### config.mk
export PLATFORM = sky130hd
export DESIGN_NAME = cordic_sqrt_sched
export DESIGN_NICKNAME = d
export VERILOG_FILES = /design/src/rtl/cordic_sqrt_sched.sv
export SDC_FILE = /design/constraint.sdc
export NUM_CORES = 1
export LEC_CHECK = 0
export ABC_AREA = 1
export BUFFER_PORTS_ARGS = -buffer_cell sky130_fd_sc_hd__buf_2
export CORE_UTILIZATION = 45
export DETAILED_ROUTE_END_ITERATION = 8
export PLACE_DENSITY = 0.65
export SYNTH_ARGS = -nofsm -noshare
export SYNTH_HDL_FRONTEND = slang
export SYNTH_SLANG_ARGS = --single-unit
### constraint.sdc
create_clock -name clock -period 3.75 [get_ports clock]
set_clock_uncertainty 0.05 [all_clocks]
set_input_delay 0.1875 -clock clock [delete_from_list [all_inputs] [get_ports clock]]
set_output_delay 0.1875 -clock clock [all_outputs]
set_load 0.01 [all_outputs]
### src/rtl/cordic_sqrt_sched.sv
// cordic_sqrt_sched: round-robin sharing of one free-running pipelined sqrt core.
// Issue is gated by FIFO credits, so every in-flight result already owns a slot in the tagged result FIFO.
module cordic_sqrt_sched #(
    parameter int DSIZE = 16,
    parameter int NREQ  = 4,
    parameter int LAT   = 6,
    parameter int DEPTH = 8,
    parameter int TW    = $clog2(NREQ)
) (
    input  logic                  clock,
    input  logic                  rst_n,
    input  logic [NREQ-1:0]       req_valid_i,
    input  logic [NREQ*DSIZE-1:0] req_data_i,
    output logic [NREQ-1:0]       req_ready_o,
    output logic [DSIZE-1:0]      core_d_o,
    input  logic [DSIZE-1:0]      core_q_i,
    output logic                  rsp_valid_o,
    output logic [TW-1:0]         rsp_tag_o,
    output logic [DSIZE-1:0]      rsp_data_o,
    input  logic                  rsp_ready_i,
    output logic                  idle_o
);
    localparam int AW = $clog2(DEPTH);
    localparam int CW = $clog2(DEPTH + 1);

    logic                run_q;
    logic [CW-1:0]       credit_q, credit_d;
    logic [TW-1:0]       ptr_q, ptr_d, gidx, idx;
    logic                found, credit_ok, issue, pop, push, empty, full;
    logic [LAT-1:0]      v_q;
    logic [TW-1:0]       tag_q [LAT];
    logic [AW:0]         wp_q, rp_q;
    logic [TW+DSIZE-1:0] mem [DEPTH];

    // first valid requester after the last granted one, wrapping
    always_comb begin
        found = 1'b0;
        gidx  = '0;
        idx   = '0;
        for (int k = 1; k <= NREQ; k++) begin
            idx = TW'((int'(ptr_q) + k) % NREQ);
            if (!found && req_valid_i[idx]) begin
                found = 1'b1;
                gidx  = idx;
            end
        end
    end

    assign credit_ok   = run_q && (credit_q < CW'(DEPTH));
    assign issue       = found && credit_ok;
    assign req_ready_o = issue ? ({{(NREQ-1){1'b0}}, 1'b1} << gidx) : '0;
    assign core_d_o    = found ? req_data_i[int'(gidx)*DSIZE +: DSIZE] : '0;
    assign ptr_d       = issue ? gidx : ptr_q;

    assign empty       = (wp_q == rp_q);
    assign full        = (wp_q[AW] != rp_q[AW]) && (wp_q[AW-1:0] == rp_q[AW-1:0]);
    assign push        = v_q[LAT-1];
    assign pop         = rsp_valid_o && rsp_ready_i;
    assign credit_d    = credit_q + CW'(issue) - CW'(pop);

    assign rsp_valid_o = !empty;
    assign {rsp_tag_o, rsp_data_o} = empty ? '0 : mem[rp_q[AW-1:0]];
    assign idle_o      = (credit_q == '0);

    always_ff @(posedge clock or negedge rst_n) begin
        if (!rst_n) begin
            run_q    <= 1'b0;
            credit_q <= '0;
            ptr_q    <= TW'(NREQ - 1);
            v_q      <= '0;
            wp_q     <= '0;
            rp_q     <= '0;
        end else begin
            run_q    <= 1'b1;
            credit_q <= credit_d;
            ptr_q    <= ptr_d;
            v_q      <= {v_q[LAT-2:0], issue};
            wp_q     <= wp_q + (AW+1)'(push);
            rp_q     <= rp_q + (AW+1)'(pop);
        end
    end

    // tags and payload are qualified by v_q and the FIFO pointers, so they need no reset
    always_ff @(posedge clock) begin
        tag_q[0] <= gidx;
        for (int i = 1; i < LAT; i++) tag_q[i] <= tag_q[i-1];
        if (push) mem[wp_q[AW-1:0]] <= {tag_q[LAT-1], core_q_i};
    end

    a_no_overflow: assert property (@(posedge clock) disable iff (!rst_n) !(push && full));

endmodule
==> report_table.html <==
<table>
<tr><th>Metric</th><th>Value</th></tr>
<tr><th colspan="2">GRT</th></tr>
<tr><td>Tot GR Track Use</td><td>20.1%</td></tr>
<tr><td>Number of global-route vias before repair</td><td>5558</td></tr>
<tr><td>Antenna violations before repair</td><td>0</td></tr>
<tr><td>Wire length of the first global-routing pass</td><td>27300 um</td></tr>
<tr><td>Maximum number of pins on one net before global-route repair</td><td>45</td></tr>
<tr><td>Residual overflow from global routing</td><td>0</td></tr>
<tr><th colspan="2">Logic synthesis</th></tr>
<tr><td>Count of synthesis-stage warnings from yosys</td><td>0</td></tr>
<tr><td>#FFs+latches synth</td><td>177</td></tr>
<tr><td>Synth cell count leaders</td><td>nor2_1 (154), edfxtp_1 (144), o21ai_0 (92), nand2_1 (65), nand3_1 (56)</td></tr>
<tr><td>Share of async-settable or async-resettable flops after synthesis</td><td>11.9%</td></tr>
<tr><td>Mean Syn Cell Area</td><td>11.0 um^2</td></tr>
<tr><td>Cells after synthesis</td><td>709</td></tr>
<tr><td>Area fraction of the dominant cell type after synthesis</td><td>55.4%</td></tr>
<tr><td>Number of distinct library cell variants in the gate-level netlist after synthesis</td><td>35</td></tr>
<tr><td>Post-synthesis sequential area ratio</td><td>65.3%</td></tr>
<tr><td>Post-synthesis cell area</td><td>7800 um^2</td></tr>
<tr><td>Most repeated cell in the gate-level netlist after synthesis</td><td>nor2_1</td></tr>
<tr><td>Net count after synthesis</td><td>806</td></tr>
<tr><td>Most area-consuming cells after synthesis</td><td>edfxtp_1 (55%), nor2_1 (7.4%), dfrtp_1 (6.1%), o21ai_0 (5.9%), nand3_1 (3.6%)</td></tr>
<tr><td>EDFF count, synth</td><td>144</td></tr>
<tr><td>Post-synth top area cell</td><td>edfxtp_1</td></tr>
<tr><td>Most used flip-flop cell after synthesis</td><td>edfxtp_1</td></tr>
<tr><th colspan="2">Critical path</th></tr>
<tr><td>Kind of cell with the highest combined delay on the critical path</td><td>simple AND/OR/NAND/NOR gates</td></tr>
<tr><td>Critical register-to-register path startpoint</td><td>ptr_q[0]$_DFFE_PN1P_</td></tr>
<tr><td>Crit path kind</td><td>reg2out</td></tr>
<tr><td>Cell at the slowest stage of the critical path</td><td>nor2b_4</td></tr>
<tr><td>Worst Path Buf+Inv</td><td>2</td></tr>
<tr><td>Crit path DAT</td><td>2.92 ns</td></tr>
<tr><td>Reg2Reg Capture Point</td><td>credit_q[2]$_DFF_PN0_</td></tr>
<tr><td>Worst Reg-to-Reg Cells</td><td>12</td></tr>
<tr><td>Critical Path Most Common Cell</td><td>nand2_1</td></tr>
<tr><td>Maximum fanout encountered on the critical timing path</td><td>33</td></tr>
<tr><td>CP max stage delay</td><td>0.70 ns</td></tr>
<tr><td>Cells along the critical path</td><td>inv_8 &gt; nand2_1 &gt; nand2_1 &gt; nand2_2 &gt; nand2_1 &gt; nand2_1 &gt; nand2_1 &gt; nor2b_4 &gt; nand3_1 &gt; nand2_1 &gt; nor2_1 &gt; nor2_1 &gt; buf_2</td></tr>
<tr><td>Critical Path Sink Type</td><td>primary output</td></tr>
<tr><td>Worst R2R Setup Slack</td><td>1.04 ns</td></tr>
<tr><td>Startpoint Class</td><td>flip-flop</td></tr>
<tr><td>Required arrival time at the worst endpoint</td><td>3.51 ns</td></tr>
<tr><td>Start point of the critical path</td><td>ptr_q[0]$_DFFE_PN1P_</td></tr>
<tr><th colspan="2">Layout</th></tr>
<tr><td>Final Util</td><td>55.7%</td></tr>
<tr><td>Total number of nets in the final design</td><td>941</td></tr>
<tr><td>Area growth, synth to finish</td><td>19.5%</td></tr>
<tr><td>Layout cells sized above 1</td><td>24.8%</td></tr>
<tr><td>Number of diodes</td><td>0</td></tr>
<tr><th colspan="2">Clock network</th></tr>
<tr><td>H-Tree Depth</td><td>4</td></tr>
<tr><td>CTS tree</td><td>done</td></tr>
<tr><td>Clock buffer depth</td><td>2</td></tr>
<tr><td>Count of clock tree sinks</td><td>177</td></tr>
<tr><td>Insertion delay of the later-clocked pin in the worst-skew pair</td><td>0.42 ns</td></tr>
<tr><td>Cts bufs inserted</td><td>17</td></tr>
<tr><td>Worst-path clk slew</td><td>0.06 ns</td></tr>
<tr><td>CTS Root Cell</td><td>clkbuf_16</td></tr>
<tr><td>Post-CTS Setup Repair Bufs</td><td>0</td></tr>
<tr><th colspan="2">Place</th></tr>
<tr><td>Port-buffer cells</td><td>126</td></tr>
<tr><td>Setup slack at placement</td><td>1.03 ns</td></tr>
<tr><td>Weighted congestion reported at the end of routability-driven placement</td><td>0.837</td></tr>
<tr><td>Post-detail-place hpwl</td><td>10900 um</td></tr>
<tr><th colspan="2">Detailed routing</th></tr>
<tr><td>Initial DRC Count</td><td>297</td></tr>
<tr><td>Overall routed net length</td><td>17200 um</td></tr>
<tr><td>Via-per-instance ratio</td><td>5.26</td></tr>
<tr><td>Detail-routed net length per standard cell</td><td>15.9 um</td></tr>
<tr><td>1st-pass router iterations</td><td>5</td></tr>
<tr><td>Antenna Nets Post-Route</td><td>0</td></tr>
<tr><td>Via count</td><td>5664</td></tr>
<tr><td>DRC errors left</td><td>0</td></tr>
<tr><th colspan="2">STA</th></tr>
<tr><td>RSZ-0062 raised after global routing</td><td>false</td></tr>
<tr><td>Number of setup violations in the final report</td><td>0</td></tr>
<tr><td>Max-slew violation count</td><td>0</td></tr>
<tr><td>Share of the clock period used by the worst path</td><td>84.2%</td></tr>
<tr><td>Slew of the pin with the lowest slew margin</td><td>0.924 ns</td></tr>
<tr><td>Final Worst Setup Slack</td><td>0.594 ns</td></tr>
<tr><td>Worst Hold Slack</td><td>0.199 ns</td></tr>
<tr><td>Max Fclk</td><td>317 MHz</td></tr>
<tr><td>Post-route setup TNS</td><td>0 ns</td></tr>
<tr><td>Max-slew headroom at the worst pin</td><td>38.0%</td></tr>
<tr><td>Final Hold Violating Endpoints</td><td>0</td></tr>
<tr><td>Post-layout min period</td><td>3.16 ns</td></tr>
<tr><th colspan="2">Run</th></tr>
<tr><td>Max-cap violations</td><td>0</td></tr>
<tr><th colspan="2">Floorplan</th></tr>
<tr><td>Starting Density</td><td>46.6%</td></tr>
<tr><td>Core area</td><td>16800 um^2</td></tr>
<tr><td>Row cnt</td><td>47</td></tr>
<tr><td>Die Area</td><td>17900 um^2</td></tr>
<tr><td>Vertical extent of the die</td><td>134 um</td></tr>
<tr><td>Number of placed I/O pins</td><td>127</td></tr>
<tr><td>Die Span X</td><td>134 um</td></tr>
<tr><th colspan="2">Pwr</th></tr>
<tr><td>Peak VDD IR</td><td>0.723 mV</td></tr>
<tr><td>Power Density</td><td>936 nW/um^2</td></tr>
<tr><td>LEAKAGE</td><td>3.74 nW</td></tr>
<tr><td>Total power consumption of the routed design</td><td>0.00873 W</td></tr>
<tr><th colspan="2">Min path</th></tr>
<tr><td>Hold crit path type</td><td>in2async</td></tr>
<tr><th colspan="2">Status</th></tr>
<tr><td>Outcome</td><td>finished clean</td></tr>
</table>
layer usage:
metal	vias to the layer above	share of wire, %	track usage, %
li1	2756	-	-
met3	27	6.2	5.02
met2	211	52	37.0
met4	0	1.6	7.32
met5	-	0	0
met1	2670	41	22.1
worst max path at each step:
stage               slack, ns                     to  cells after the start
finish                   0.59           core_d_o[15]                     13
global placement         1.10  credit_q[2]$_DFF_PN0_                     12
global route             0.29           core_d_o[13]                     12
CTS                      0.57            core_d_o[0]                     12
detailed placement       1.03  credit_q[2]$_DFF_PN0_                     12
floorplan                1.34  credit_q[2]$_DFF_PN0_                     13
cell families (layout without fill, tap and decap cells):
kind of cell,count (synthesis),count (layout),synth area share (%)
xor+xnor,10,10,1.12
other cells,1,1,0.0481
compound gates,130,130,8.92
simple gates,315,315,18.7
fa+ha+maj,10,10,1.70
buf+inv,66,213,4.20
flops,177,177,65.3
cell type report:
class	count	area, um^2
fill	1442	7430
sequential	177	5090
multi-input combinational	466	2380
timing repair buffer	158	926
clock buffer	20	437
tap	220	275
clock inverter	11	116
inverter	24	97.6
flip-flops by register name, indices dropped and copies added (netlist names):
signal / cells
tag_q: 12
mem: 144
credit_q: 4
wp_q: 4
ptr_q: 2
v_q: 6
rp_q: 4
run_q: 1
report_power, final:
part	leakage, nW	internal [W]	switching (W)	total, W
clock	0.267	0.000970	0.000673	0.00164
combinational	1.82	0.00149	0.00292	0.00441
sequential	1.65	0.00252	0.000162	0.00268
total	3.74	0.00498	0.00375	0.00873
layout by cell type (no fill, tap or decap), types with 3 or more instances in the layout:
master         netlist  final
nor2_1             154    154
edfxtp_1           144    144
buf_2                7    126
o21ai_0             92     92
nand2_1             65     65
nand3_1             56     56
nand3_2             21     21
o22ai_1             18     18
a31oi_1             18     18
dfrtp_1             19     18
clkbuf_16            0     17
dlygate4sd3_1        0     17
inv_1               16     16
buf_4                0     14
dfxtp_1             12     12
nand2_2             11     11
ha_1                 9      9
xor2_1               7      7
inv_2                4      4
clkinv_1             3      4
clkinv_2             0      4
xnor2_1              3      3
clkbuf_1            23      3
through the flow:
| step | std cells | cell area [um^2] |
|---|---|---|
| after floorplan | 709 | 7800 |
| after global placement | 1028 | 8600 |
| after detailed placement | 1028 | 8600 |
| after CTS | 1076 | 9330 |
| after global routing | 1076 | 9330 |
| final | 1076 | 9330 |
what timing repair did:
item,CTS,global route
resized for setup,0,0
hold endpoints to repair,147,0
hold buffers,17,0
(Power assumes the default switching activity.)
